===== src/rtl/apb_fifo_bridge.sv =====
// apb_fifo_bridge
//   APB3 slave front end for a synchronous FIFO. An APB write to DATA pushes
//   one word and an APB read of DATA pops one word. The bridge also keeps a
//   local occupancy count, sticky overflow/underflow flags and a threshold
//   interrupt. It can keep its own count because it is the FIFO's only
//   producer and only consumer.
//
// Ports
//   clk, rst_n          system clock (rising edge), synchronous active-low reset
//   paddr/psel/penable  APB address and control; only paddr[3:2] is decoded
//   pwrite/pwdata       APB direction and write data
//   prdata/pready       registered APB read data and ready
//   pslverr             registered APB error, valid while pready=1
//   fifo_wr_en/din      push strobe and data to the FIFO
//   fifo_rd_en          pop strobe to the FIFO
//   fifo_dout           FIFO head word (combinational, valid when not empty)
//   fifo_full/empty     FIFO status flags
//   irq                 registered level interrupt (level >= thresh)
//
// Register map (paddr[3:2])
//   0 DATA   W push / R pop
//   1 STATUS RO  {level[15:8], udf[3], ovf[2], full[1], empty[0]}
//   2 CTRL   RW  {thresh[15:8], irq_en[0]}
//   3 CLEAR  WO  bit0 clears ovf, bit1 clears udf
//
// FSM
//   state | meaning
//   IDLE  | waiting for an access cycle; side effects happen on leaving IDLE
//   RESP  | pready=1 for this single cycle, then back to IDLE

module apb_fifo_bridge #(
    parameter int DATA_W = 8,
    parameter int DEPTH  = 16,
    parameter int ADDR_W = 4
) (
    input  logic              clk,
    input  logic              rst_n,
    input  logic [ADDR_W-1:0] paddr,
    input  logic              psel,
    input  logic              penable,
    input  logic              pwrite,
    input  logic [31:0]       pwdata,
    output logic [31:0]       prdata,
    output logic              pready,
    output logic              pslverr,
    output logic              fifo_wr_en,
    output logic              fifo_rd_en,
    output logic [DATA_W-1:0] fifo_din,
    input  logic [DATA_W-1:0] fifo_dout,
    input  logic              fifo_full,
    input  logic              fifo_empty,
    output logic              irq
);

    localparam int LVL_W = $clog2(DEPTH) + 1;
    localparam logic [LVL_W-1:0] LVL_MAX = LVL_W'(DEPTH);

    localparam logic [1:0] A_DATA   = 2'd0;
    localparam logic [1:0] A_STATUS = 2'd1;
    localparam logic [1:0] A_CTRL   = 2'd2;
    localparam logic [1:0] A_CLEAR  = 2'd3;

    typedef enum logic {
        IDLE = 1'b0,
        RESP = 1'b1
    } state_t;

    state_t            state_q, state_d;
    logic [31:0]       prdata_q, prdata_d;
    logic              pready_q, pready_d;
    logic              pslverr_q, pslverr_d;
    logic              irq_q, irq_d;
    logic [LVL_W-1:0]  level_q, level_d;
    logic              ovf_q, ovf_d;
    logic              udf_q, udf_d;
    logic              irq_en_q, irq_en_d;
    logic [7:0]        thresh_q, thresh_d;

    logic              access;
    logic [1:0]        reg_sel;
    logic              wr_en, rd_en;
    logic              ovf_set, udf_set, ovf_clr, udf_clr;
    logic [31:0]       status_rd;
    logic [31:0]       ctrl_rd;

    // Address bits below the word offset and above the decode are don't-care;
    // pwdata is only partially consumed depending on the register.
    logic unused_ok;
    assign unused_ok = ^{paddr, pwdata};

    assign access  = psel & penable;
    assign reg_sel = paddr[3:2];

    always_comb begin
        status_rd       = '0;
        status_rd[0]    = fifo_empty;
        status_rd[1]    = fifo_full;
        status_rd[2]    = ovf_q;
        status_rd[3]    = udf_q;
        status_rd[15:8] = 8'(level_q);

        ctrl_rd         = '0;
        ctrl_rd[0]      = irq_en_q;
        ctrl_rd[15:8]   = thresh_q;
    end

    always_comb begin
        state_d   = state_q;
        prdata_d  = prdata_q;
        pready_d  = 1'b0;
        pslverr_d = 1'b0;
        level_d   = level_q;
        irq_en_d  = irq_en_q;
        thresh_d  = thresh_q;
        wr_en     = 1'b0;
        rd_en     = 1'b0;
        ovf_set   = 1'b0;
        udf_set   = 1'b0;
        ovf_clr   = 1'b0;
        udf_clr   = 1'b0;

        case (state_q)
            IDLE: begin
                if (access) begin
                    state_d  = RESP;
                    pready_d = 1'b1;
                    case (reg_sel)
                        A_DATA: begin
                            if (pwrite) begin
                                if (!fifo_full) begin
                                    wr_en = 1'b1;
                                    if (level_q != LVL_MAX) level_d = level_q + 1'b1;
                                end else begin
                                    ovf_set   = 1'b1;
                                    pslverr_d = 1'b1;
                                end
                            end else begin
                                if (!fifo_empty) begin
                                    rd_en    = 1'b1;
                                    prdata_d = 32'(fifo_dout);
                                    if (level_q != '0) level_d = level_q - 1'b1;
                                end else begin
                                    prdata_d  = '0;
                                    udf_set   = 1'b1;
                                    pslverr_d = 1'b1;
                                end
                            end
                        end
                        A_STATUS: begin
                            if (!pwrite) prdata_d = status_rd;
                        end
                        A_CTRL: begin
                            if (pwrite) begin
                                irq_en_d = pwdata[0];
                                thresh_d = pwdata[15:8];
                            end else begin
                                prdata_d = ctrl_rd;
                            end
                        end
                        A_CLEAR: begin
                            if (pwrite) begin
                                ovf_clr = pwdata[0];
                                udf_clr = pwdata[1];
                            end else begin
                                prdata_d = '0;
                            end
                        end
                    endcase
                end
            end
            RESP: begin
                state_d = IDLE;
            end
        endcase

        // A set in the same cycle as a clear wins.
        ovf_d = (ovf_q & ~ovf_clr) | ovf_set;
        udf_d = (udf_q & ~udf_clr) | udf_set;

        irq_d = irq_en_q & (32'(level_q) >= 32'(thresh_q)) & (thresh_q != 8'd0);
    end

    always_ff @(posedge clk) begin
        if (!rst_n) begin
            state_q   <= IDLE;
            prdata_q  <= '0;
            pready_q  <= 1'b0;
            pslverr_q <= 1'b0;
            irq_q     <= 1'b0;
            level_q   <= '0;
            ovf_q     <= 1'b0;
            udf_q     <= 1'b0;
            irq_en_q  <= 1'b0;
            thresh_q  <= '0;
        end else begin
            state_q   <= state_d;
            prdata_q  <= prdata_d;
            pready_q  <= pready_d;
            pslverr_q <= pslverr_d;
            irq_q     <= irq_d;
            level_q   <= level_d;
            ovf_q     <= ovf_d;
            udf_q     <= udf_d;
            irq_en_q  <= irq_en_d;
            thresh_q  <= thresh_d;
        end
    end

    // Strobes are gated by reset so the FIFO never sees a push/pop in a
    // cycle where the bridge itself is being reset.
    assign fifo_wr_en = wr_en & rst_n;
    assign fifo_rd_en = rd_en & rst_n;
    assign fifo_din   = pwdata[DATA_W-1:0];

    assign prdata     = prdata_q;
    assign pready     = pready_q;
    assign pslverr    = pslverr_q;
    assign irq        = irq_q;

endmodule


===== config.mk =====
export PLATFORM = sky130hd
export DESIGN_NAME = apb_fifo_bridge
export DESIGN_NICKNAME = d
export VERILOG_FILES = /design/src/rtl/apb_fifo_bridge.sv
export SDC_FILE = /design/constraint.sdc
export NUM_CORES = 1
export LEC_CHECK = 0
export CORE_MARGIN = 5
export CORE_UTILIZATION = 35
export CTS_CLUSTER_DIAMETER = 100
export DETAILED_ROUTE_END_ITERATION = 7
export HOLD_SLACK_MARGIN = 0.02
export PLACE_DENSITY = 0.69
export SLEW_MARGIN = 20
export SYNTH_ARGS = -nofsm -noshare
export SYNTH_HDL_FRONTEND = slang
export SYNTH_SLANG_ARGS = --single-unit

===== constraint.sdc =====
create_clock -name clk -period 4.6 [get_ports clk]
set_input_delay 0.92 -clock clk [delete_from_list [all_inputs] [get_ports clk]]
set_output_delay 0.92 -clock clk [all_outputs]
set_load 0.02 [all_outputs]

==> impl_metrics.env, run 1 <==
export IMPL_status="completed"
export IMPL_hold_viol=0
export IMPL_ctsHtreeMaxLevel=2
export IMPL_yosysWarnings=0
export IMPL_clkSinkCount=35
export IMPL_min_period_ns=3.80
export IMPL_p_int_uw=454
export IMPL_synth_top_area_frac=0.374
export IMPL_dp_hpwl_um=3280
export IMPL_clock_path_buffers=2
export IMPL_pwr_share_seq=0.501
export IMPL_slew_violations=0
export IMPL_grt_pass1_vias=1544
export IMPL_grt_pass1_wl_um=7450
export IMPL_syn_inst=214
export IMPL_pwr_share_clk=0.351
export IMPL_synth_area_um2=1870
export IMPL_synth_largest_area_cell="dfxtp_1"
export IMPL_ctsHoldBuffers=0
export IMPL_fin_hold_ws_ns=0.451
export IMPL_drt_pass1_iterations=4
export IMPL_clk_latency_ns=0.29
export IMPL_power_switching_uw=168
export IMPL_area_growth_syn_to_layout_pct=25.6
export IMPL_nFillCells=534
export IMPL_grt_ovfl_total=0
export IMPL_grt_max_degree=32
export IMPL_tightestPinTransition_ns=0.981
export IMPL_p_leak_uw=0.000871
export IMPL_finalSetupTns_ns=0
export IMPL_synth_most_common_cell="dfxtp_1"
export IMPL_fmax_mhz=263
export IMPL_finalSetupViolCount=0
export IMPL_period_share=0.826
export IMPL_postPlaceCellArea_um2=2270
export IMPL_io_pins=96
export IMPL_cts_resized=0
export IMPL_vias=1526
export IMPL_cp_required_ns=3.68
export IMPL_cp_max_fo=11
export IMPL_drive_gt1_frac=0.0514
export IMPL_drc_errors=0
export IMPL_swShare=0.270
export IMPL_power_density_nw_per_um2=264
export IMPL_yosys_cell_types_count=40
export IMPL_dieWidth_um=83.2
export IMPL_drtIter0Drc=79
export IMPL_final_area_um2=2350
export IMPL_fin_nets=312
export IMPL_register_area_um2=701
export IMPL_p_comb_frac=0.148
export IMPL_clk_pin_slew_worst_paths_ns=0.07
export IMPL_cts_root_buf="clkbuf_8"
export IMPL_cts_buffers=5
export IMPL_synth_area_per_cell_um2=8.76
export IMPL_multi_input_area_um2=956
export IMPL_die_h_um=83.2
export IMPL_core_area_um2=5140
export IMPL_synth_ff_type="dfxtp_1"
export IMPL_crit_path_start_kind="input pin"
export IMPL_async_flop_share=0
export IMPL_vias_per_cell=4.72
export IMPL_postCtsSetupBuffers=0
export IMPL_antenna_cells=0
export IMPL_synthTopCellsByArea="dfxtp_1 37%, buf_4 9.6%, mux2i_1 5.9%"
export IMPL_ant_nets=0
export IMPL_synth_top_cells_by_count="35 x dfxtp_1, 27 x nor2_1, 24 x buf_4"
export IMPL_drv_cap=0
export IMPL_start_util=0.365
export IMPL_grt_antenna_before_repair=0
export IMPL_end_kind="output port"
export IMPL_synth_edf_count=0
export IMPL_maxSlewHeadroom=0.345
export IMPL_place_congestion=0.803
export IMPL_rsz0062_at_grt="no"
export IMPL_grt_total_usage=0.129
export IMPL_crit_arrival_ns=2.88
export IMPL_die_area_um2=6920
export IMPL_wire_per_inst_um=13.6
export IMPL_synth_seq_area_share=0.374
export IMPL_worstSetupPathType="input pin to output port"
export IMPL_utilization=0.458
export IMPL_ys_ff_latch=35
export IMPL_cts_tree="done"
export IMPL_port_buffers=49
export IMPL_vdd_drop_max_mv=0.121
export IMPL_wl_um=4390
export IMPL_fin_skew_ns=0.00823
export IMPL_hp_class="flop to flop"
export IMPL_num_rows=26
[stage by stage]
stage | setup WS, ns | instances | total power [uW]
finish | 0.799 | 323 | 622
global route | 0.643 | 323 | 651
CTS | 0.784 | 323 | 628
detailed placement | 0.785 | 315 | 410
global placement | 0.780 | 315 | 409
floorplan | 1.79 | 229 | 390
[cells in the final DEF, fill, tap and decap left out, types with 7 or more instances in the layout]
cell type / n
nor3_1: 13
inv_1: 7
mux2i_1: 11
conb_1: 16
clkdlybuf4s50_1: 49
dfxtp_1: 35
a21oi_1: 13
nand2_1: 14
ha_1: 8
nand3_1: 8
nor2_1: 27
[power groups by stage]
stage          combinational (uW)  clock, uW  sequential (uW)
2_1_floorplan                68.1          0              322
3_3_place_gp                 90.8          0              318
3_5_place_dp                 92.0          0              318
4_1_cts                      92.4        224              311
5_1_grt                       100        239              312
6_report                     92.1        218              311
[kinds of logic (layout without fill, tap and decap cells)]
group	count (synthesis)	after routing	share of synthesized area
other cells	1	16	0.00200
flops	35	35	0.374
xor+xnor	4	4	0.0187
buf+inv	41	65	0.146
mux	12	12	0.0708
compound gates	37	37	0.136
fa+ha+maj	9	9	0.0641
simple gates	75	75	0.188
[worst paths after layout]
check                           from                 endpoint  slack, ns  depth (start not counted)
max reg2reg  level_q[0]$_SDFFE_PN0P_  level_q[4]$_SDFFE_PN0P_       2.76                          6
min reg2reg   prdata[4]$_SDFFE_PN0P_   prdata[4]$_SDFFE_PN0P_       0.45                          2
min           prdata[4]$_SDFFE_PN0P_   prdata[4]$_SDFFE_PN0P_       0.45                          2
max                         paddr[2]               fifo_rd_en       0.80                          4
[final cells by class]
| class | count | area share |
|---|---|---|
| clock buffer | 6 | 0.0308 |
| clock inverter | 2 | 0.00532 |
| inverter | 7 | 0.0112 |
| multi-input combinational | 153 | 0.406 |
| sequential | 35 | 0.298 |
| tap | 70 | 0.0372 |
| timing repair buffer | 50 | 0.212 |
[flip-flops by register name (all words and copies together), names as in the netlist]
signal    count
level_q       5
prdata       16
irq           1
ovf_q         1
udf_q         1
irq_en_q      1
thresh_q      8
state_q       1
pslverr       1
[per-layer routing]
layer / share of wire / track usage
met2: 0.47 / 0.207
met3: 0.071 / 0.0475
met5: 0 / 0
met1: 0.45 / 0.162
met4: 0.0080 / 0.0371
[worst max-delay path, stage by stage]
cell and delay, ns:
clkdlybuf4s50_1 0.60, nor3_1 0.53, and3_1 0.22, clkdlybuf4s50_1 0.60
Power figures use the tool's default switching activity.
==> inputs of run 2 (changes only) <==
--- a/config.mk
+++ b/config.mk
@@ -10,7 +10,7 @@
 export CTS_CLUSTER_DIAMETER = 100
 export DETAILED_ROUTE_END_ITERATION = 7
 export HOLD_SLACK_MARGIN = 0.02
-export PLACE_DENSITY = 0.69
+export PLACE_DENSITY = 0.72
 export SLEW_MARGIN = 20
 export SYNTH_ARGS = -nofsm -noshare
 export SYNTH_HDL_FRONTEND = slang
==> constraint.sdc (replaced) <==
create_clock -name clk -period 3.4 [get_ports clk]
set_input_delay 0.68 -clock clk [delete_from_list [all_inputs] [get_ports clk]]
set_output_delay 0.68 -clock clk [all_outputs]
set_load 0.02 [all_outputs]
==> impl_metrics.env, run 2 (synthesis results as in run 1) <==
export IMPL_layout_setup_ws_ns=0.221
export IMPL_final_common_cell="clkdlybuf4s50_1"
export IMPL_status="completed"
export IMPL_drv_cap=0
export IMPL_rsz0062_at_grt="no"
export IMPL_largest_reg_flops=16
export IMPL_grt_pass1_vias=1588
export IMPL_hp_class="flop to flop"
export IMPL_fin_nets=321
export IMPL_vdd_drop_max_mv=0.142
export IMPL_slowest_delay_ns=0.65
export IMPL_end_kind="output port"
export IMPL_ctsHtreeMaxLevel=2
export IMPL_cp_max_fo=3
export IMPL_clk_pin_slew_worst_paths_ns=0.07
export IMPL_die_area_um2=6920
export IMPL_postCtsSetupBuffers=0
export IMPL_pre_cts_ws_ns=0.233
export IMPL_worstSetupPathType="input pin to output port"
export IMPL_grt_ovfl_total=0
export IMPL_die_h_um=83.2
export IMPL_grt_max_degree=22
export IMPL_antenna_cells=0
export IMPL_power_density_nw_per_um2=349
export IMPL_finalSetupTns_ns=0
export IMPL_vias=1586
export IMPL_grt_antenna_before_repair=0
export IMPL_crit_buf_inv=2
export IMPL_critPathSlowestCell="clkdlybuf4s50_1"
export IMPL_slew_violations=0
export IMPL_path_cells="clkdlybuf4s50_1, nand3b_1, nor3_1, nand2_1, nor3_1, clkdlybuf4s50_1"
export IMPL_drtIter0Drc=106
export IMPL_cts_tree="done"
export IMPL_start_util=0.365
export IMPL_crit_path_start_kind="input pin"
export IMPL_finalSetupViolCount=0
export IMPL_grt_total_usage=0.129
export IMPL_io_pins=96
export IMPL_cp_required_ns=2.72
export IMPL_dp_hpwl_um=3300
export IMPL_cts_root_buf="clkbuf_8"
export IMPL_grt_pass1_wl_um=7420
export IMPL_port_buffers=49
export IMPL_period_share=0.935
export IMPL_fmax_mhz=315
export IMPL_clk_latency_ns=0.29
export IMPL_critPathTopFamily="buffers and inverters"
export IMPL_crit_arrival_ns=2.50
export IMPL_core_area_um2=5140
export IMPL_drc_errors=0
export IMPL_dieWidth_um=83.2
export IMPL_place_congestion=0.765
export IMPL_maxSlewHeadroom=0.566
export IMPL_cts_resized=0
export IMPL_wl_um=4390
export IMPL_p_leak_uw=0.000921
export IMPL_drive_gt1_frac=0.0878
export IMPL_hold_viol=0
export IMPL_num_rows=26
export IMPL_vias_per_cell=4.78
export IMPL_fin_skew_ns=0.00425
export IMPL_cts_buffers=5
export IMPL_tightestPinTransition_ns=0.649
export IMPL_ctsHoldBuffers=0
export IMPL_final_cell_mix="49 x clkdlybuf4s50_1, 35 x dfxtp_1, 27 x nor2_1"
export IMPL_area_growth_syn_to_layout_pct=29.1
export IMPL_min_period_ns=3.18
export IMPL_clkSinkCount=35
export IMPL_clock_path_buffers=2
export IMPL_wire_per_inst_um=13.2
export IMPL_ant_nets=0
export IMPL_drt_pass1_iterations=4
==> run 2: cell count changes in the layout (fill, tap and decap cells not counted) <==
cell	before	now
clkbuf_1	1	0
buf_4	1	10
clkinvlp_4	1	0
clkinv_2	1	3
==> run 2: worst reg2reg max path: stages, from the launching register on <==
cell and delay, ns:
dfxtp_1 0.39, fa_1 0.45, a21o_1 0.18, a21oi_1 0.18, xnor2_1 0.09, or3_1 0.34
a21oi_1 0.14
==> run 2: metal layers <==
layer,part of all wire,global-route usage,up-vias
met5,0,0,-
met4,0.012,0.0416,0
met3,0.075,0.0455,7
met2,0.47,0.215,56
met1,0.44,0.156,731
li1,-,-,792
==> run 2: path summary, 6_finish.rpt <==
check	startpoint	end	slack (ns)	depth (start not counted)
worst max-delay path	psel	fifo_wr_en	0.22	6
worst min-delay path	prdata[7]$_SDFFE_PN0P_	prdata[7]$_SDFFE_PN0P_	0.46	2
worst max register to register	level_q[0]$_SDFFE_PN0P_	level_q[4]$_SDFFE_PN0P_	1.57	6
worst min register to register	prdata[7]$_SDFFE_PN0P_	prdata[7]$_SDFFE_PN0P_	0.46	2
==> run 2: per-stage QoR <==
step	std cells	hold slack, ns	instance area (um^2)	power (uW)	utilization
2_1_floorplan	229	0.454	1930	528	-
3_3_place_gp	324	0.440	2340	562	0.454
3_5_place_dp	324	0.449	2340	563	0.454
4_1_cts	332	0.459	2420	852	0.471
5_1_grt	332	0.476	2420	884	0.471
6_report	332	0.457	2420	845	0.471
==> run 2: where the power goes <==
part / switching, uW / internal, uW
clock network: 151 / 140
registers: 4.52 / 417
logic: 71.3 / 61.2
==> run 2: final cells by class <==
type                    instances  area (um^2)
clock buffers                   5         68.8
clock inverters                 3         15.0
well taps                      70         87.6
flip-flops and latches         35          701
repair buffers                 59          566
fillers                       522         2720
inverters                       7         26.3
multi-input cells             153          956
==> inputs of run 3 (changes only) <==
--- a/config.mk
+++ b/config.mk
@@ -9,7 +9,9 @@
 export CORE_UTILIZATION = 35
 export CTS_CLUSTER_DIAMETER = 100
 export DETAILED_ROUTE_END_ITERATION = 7
+export GPL_TIMING_DRIVEN = 0
 export HOLD_SLACK_MARGIN = 0.02
+export MAX_ROUTING_LAYER = met4
 export PLACE_DENSITY = 0.72
 export SLEW_MARGIN = 20
 export SYNTH_ARGS = -nofsm -noshare
==> impl_metrics.env, run 3 (synthesis results as in run 1) <==
export IMPL_status="completed"
export IMPL_cts_resized=2
export IMPL_largest_reg_flops=16
export IMPL_drv_cap=0
export IMPL_dieWidth_um=83.2
export IMPL_drtIter0Drc=95
export IMPL_fin_nets=350
export IMPL_crit_buf_inv=3
export IMPL_r2r_slack_ns=1.60
export IMPL_cts_tree="done"
export IMPL_die_h_um=83.2
export IMPL_path_cells="clkdlybuf4s50_1, nand3b_1, nor2_4, clkbuf_4, and3_1, clkdlybuf4s50_1"
export IMPL_clkSinkCount=35
export IMPL_pre_cts_ws_ns=-0.197
export IMPL_maxSlewHeadroom=0.666
export IMPL_final_cell_mix="54 x clkdlybuf4s50_1, 35 x dfxtp_1, 26 x nor2_1"
export IMPL_nFillCells=498
export IMPL_layout_setup_ws_ns=0.104
export IMPL_area_growth_syn_to_layout_pct=43.9
export IMPL_slew_violations=0
export IMPL_finalPower_uw=974
export IMPL_p_comb_frac=0.169
export IMPL_utilization=0.525
export IMPL_vias=1678
export IMPL_fmax_mhz=303
export IMPL_antenna_cells=0
export IMPL_ant_nets=0
export IMPL_grt_ovfl_total=0
export IMPL_place_congestion=0.829
export IMPL_power_density_nw_per_um2=361
export IMPL_cp_required_ns=2.72
export IMPL_swShare=0.244
export IMPL_dp_hpwl_um=3570
export IMPL_crit_path_start_kind="input pin"
export IMPL_num_rows=26
export IMPL_grt_antenna_before_repair=0
export IMPL_drt_pass1_iterations=4
export IMPL_pwr_share_clk=0.399
export IMPL_drive_gt1_frac=0.158
export IMPL_hp_class="flop to flop"
export IMPL_die_area_um2=6920
export IMPL_worstReg2RegStart="level_q[0]$_SDFFE_PN0P_"
export IMPL_slowest_delay_ns=0.61
export IMPL_ff2ff_path_depth=6
export IMPL_grt_total_usage=0.136
export IMPL_period_share=0.969
export IMPL_tightestPinTransition_ns=0.501
export IMPL_hold_viol=0
export IMPL_p_int_uw=737
export IMPL_core_area_um2=5140
export IMPL_io_pins=96
export IMPL_worstSetupPathType="input pin to output port"
export IMPL_grt_pass1_wl_um=7720
export IMPL_finalSetupViolCount=0
export IMPL_whs_path_depth=2
export IMPL_clk_pin_slew_worst_paths_ns=0.07
export IMPL_power_switching_uw=237
export IMPL_ctsHoldBuffers=0
export IMPL_start_util=0.365
export IMPL_drc_errors=0
export IMPL_cp_max_fo=10
export IMPL_port_buffers=54
export IMPL_final_area_um2=2700
export IMPL_critPathSlowestCell="clkdlybuf4s50_1"
export IMPL_wire_per_inst_um=12.6
export IMPL_clk_latency_ns=0.29
export IMPL_vias_per_cell=4.65
export IMPL_critPathTopFamily="buffers and inverters"
export IMPL_fin_skew_ns=0.0120
export IMPL_worst_path_most_repeated_cell="clkdlybuf4s50_1"
export IMPL_min_period_ns=3.30
export IMPL_crit_arrival_ns=2.62
export IMPL_cts_root_buf="clkbuf_8"
export IMPL_final_common_cell="clkdlybuf4s50_1"
export IMPL_cts_buffers=5
export IMPL_clock_path_buffers=2
export IMPL_whs_endpoint="prdata[4]$_SDFFE_PN0P_"
export IMPL_hold_path_startpoint="prdata[4]$_SDFFE_PN0P_"
export IMPL_end_kind="output port"
export IMPL_grt_max_degree=12
export IMPL_grt_pass1_vias=1660
export IMPL_vdd_drop_max_mv=0.198
export IMPL_postCtsSetupBuffers=0
export IMPL_pwr_share_seq=0.432
export IMPL_ctsHtreeMaxLevel=2
export IMPL_p_leak_uw=0.00107
export IMPL_postPlaceCellArea_um2=2560
export IMPL_wl_um=4530
export IMPL_rsz0062_at_grt="no"
export IMPL_finalSetupTns_ns=0
export IMPL_regToRegEndpoint="level_q[4]$_SDFFE_PN0P_"
==> run 3: cell types whose count changed in the layout (fill, tap and decap cells not counted), sizes merged <==
cell	change
clkinv	-2
clkbuf	+8
buf	+17
bufinv	+1
clkdlybuf4s50	+5
==> run 3: per-stage QoR <==
stage	hold slack [ns]	instances
detailed placement	0.447	353
global route	0.477	361
finish	0.456	361
global placement	0.441	353
CTS	0.458	361
floorplan	0.454	229
==> run 3: worst max path at each step <==
stage                             to  cells after the start      from  slack [ns]
after detailed placement  fifo_rd_en                      6   penable       -0.20
after CTS                 fifo_rd_en                      6   penable        0.05
after global placement    fifo_rd_en                      6   penable       -0.21
after global routing      fifo_wr_en                      6   penable        0.02
after floorplan           fifo_wr_en                      4  paddr[2]        1.07
final                     fifo_rd_en                      6   penable        0.10
==> run 3: layout make-up <==
cell class	count	area, um^2	area share
clock inverter	2	35.0	0.0130
sequential	35	701	0.260
tap	70	87.6	0.0325
clock buffer	6	82.6	0.0306
timing repair buffer	54	541	0.200
multi-input combinational	153	973	0.361
inverter	7	26.3	0.00974
buffer	34	251	0.0932
==> run 3: layer usage <==
metal,wire length (um),GRT usage,up-vias
met5,0,-,-
met4,36,0.0357,0
met3,391,0.0426,3
met2,2110,0.216,70
met1,2000,0.166,752
li1,-,-,853
==> run 3: tightest hold or removal path, stage by stage, from the launching register on <==
cell     delay [ns]
dfxtp_1        0.31
nand2_1        0.05
a21oi_1        0.05
==> run 3: power groups by stage <==
stage	clock [uW]	sequential [uW]	combinational, uW
6_report	388	421	165
5_1_grt	411	422	179
4_1_cts	393	421	164
3_5_place_dp	0	430	163
3_3_place_gp	0	430	162
2_1_floorplan	0	436	92.1
==> edit: new RTL, flow settings as in run 2 <==
Reset style: asynchronous (`rst_n`), changed in one clocked block. Comments in the files are not updated.
--- a/src/rtl/apb_fifo_bridge.sv
+++ b/src/rtl/apb_fifo_bridge.sv
@@ -180,7 +180,7 @@
         irq_d = irq_en_q & (32'(level_q) >= 32'(thresh_q)) & (thresh_q != 8'd0);
     end
 
-    always_ff @(posedge clk) begin
+    always_ff @(posedge clk or negedge rst_n) begin
         if (!rst_n) begin
             state_q   <= IDLE;
             prdata_q  <= '0;
Function: differs if rst_n is asserted again (counterexample within 4 cycles, from zero or initial values and one cycle with rst_n low); with rst_n held inactive, the same outputs for 4 cycles.
==> edit against run 2 <==
Sequential cell count did not move. Setup slack better by 0.14 ns. Hold slack better by 0.011 ns. Non-clock buffer count fell by 3. Cell count is 5.1% lower. Critical path depth fell by 1. Utilization shrank 0.76 points. Routed wire length fell by 4.6%. Area after synthesis up 2.0%. Design area grew 3.5%. Critical endpoint unchanged.
Power is not compared: it rests on default switching activity, and its combinational part moved more than twofold at a synthesized area within 25%.
==> edit: results <==
{
  "dr_wl_met3_um": 372,
  "r2r_end": "level_q[4]$_DFFE_PN0P_",
  "drive_above_1_share_pct": 9.47,
  "outcome": "complete, no violations",
  "r2r_slack_ns": 1.65,
  "synth-seq-area-share_pct": 45.8,
  "track_usage_pct": 12.1,
  "min_from": "prdata[7]$_DFFE_PN0P_",
  "grt_max_degree": 24,
  "worst_path_dominant_cell_family": "buffers and inverters",
  "drtIter0Drc": 58,
  "vias": 1476,
  "drt-met1-wl_um": 1730,
  "r2r_start": "level_q[0]$_DFFE_PN0P_",
  "post-place-ws_ns": 0.369,
  "synthArstFlopShare_pct": 100,
  "placedInstanceArea_um2": 2370,
  "gp_congestion": 0.764,
  "critical_path.max_fanout": 4,
  "fin_crit_ns": 3.04,
  "finClkSkew_ns": 0.00317,
  "synth_common_cells": "dfrtp_1, nand2_1, buf_4",
  "synth_cell_type_count": 32,
  "max_stage_delay_ns": 0.61,
  "wirelength_um": 4180,
  "grt_pass1_wl_um": 6890,
  "synthTopCellsByArea": "dfrtp_1, buf_4, nand2_1, ha_1, a21oi_1"
}
==> edit: kinds of logic after synthesis <==
family	synth area share (%)
other	0.196
flip-flops	45.8
XOR/XNOR	2.75
buffers and inverters	13.4
multiplexers	3.93
AND/OR/NAND/NOR	16.0
adder cells (fa/ha/maj)	6.28
AO/OA/AOI/OAI	11.6
==> edit: how the worst max path moves through the flow <==
stage / start / endpoint / cells past startpoint
final: psel / fifo_wr_en / 5
after global routing: psel / fifo_wr_en / 5
after CTS: psel / fifo_wr_en / 5
after detailed placement: psel / fifo_wr_en / 5
after global placement: psel / fifo_wr_en / 5
after floorplan: paddr[3] / fifo_rd_en / 2
==> edit: area by class of cell <==
| class | count | area (um^2) |
|---|---|---|
| Timing Repair Buffer | 56 | 543 |
| Sequential cell | 35 | 876 |
| Tap cell | 72 | 90.1 |
| Clock buffer | 6 | 72.6 |
| Inverter | 7 | 26.3 |
| Multi-Input combinational cell | 137 | 836 |
| Clock inverter | 2 | 60.1 |
| Fill cell | 511 | 2900 |
==> edit: metal layers <==
layer | global-route usage (%) | up-vias
li1 | - | 715
met1 | 14.7 | 706
met2 | 19.6 | 51
met3 | 4.54 | 4
met4 | 4.24 | 0
met5 | 0 | -
==> edit: through the flow <==
step                      util, %  hold slack, ns  std cells
after detailed placement     43.9           0.458        307
after CTS                    46.3           0.473        315
after global placement       43.9           0.448        307
after global routing         46.3           0.490        315
final                        46.3           0.468        315
after floorplan                 -           0.384        210
==> edit: power by group through the flow <==
stage / logic, mW / registers (mW) / clock network [mW]
floorplan: 0.292 / 0.624 / 0
global placement: 0.456 / 0.604 / 0
detailed placement: 0.474 / 0.605 / 0
CTS: 0.478 / 0.598 / 0.451
global route: 0.526 / 0.614 / 0.467
finish: 0.472 / 0.597 / 0.440
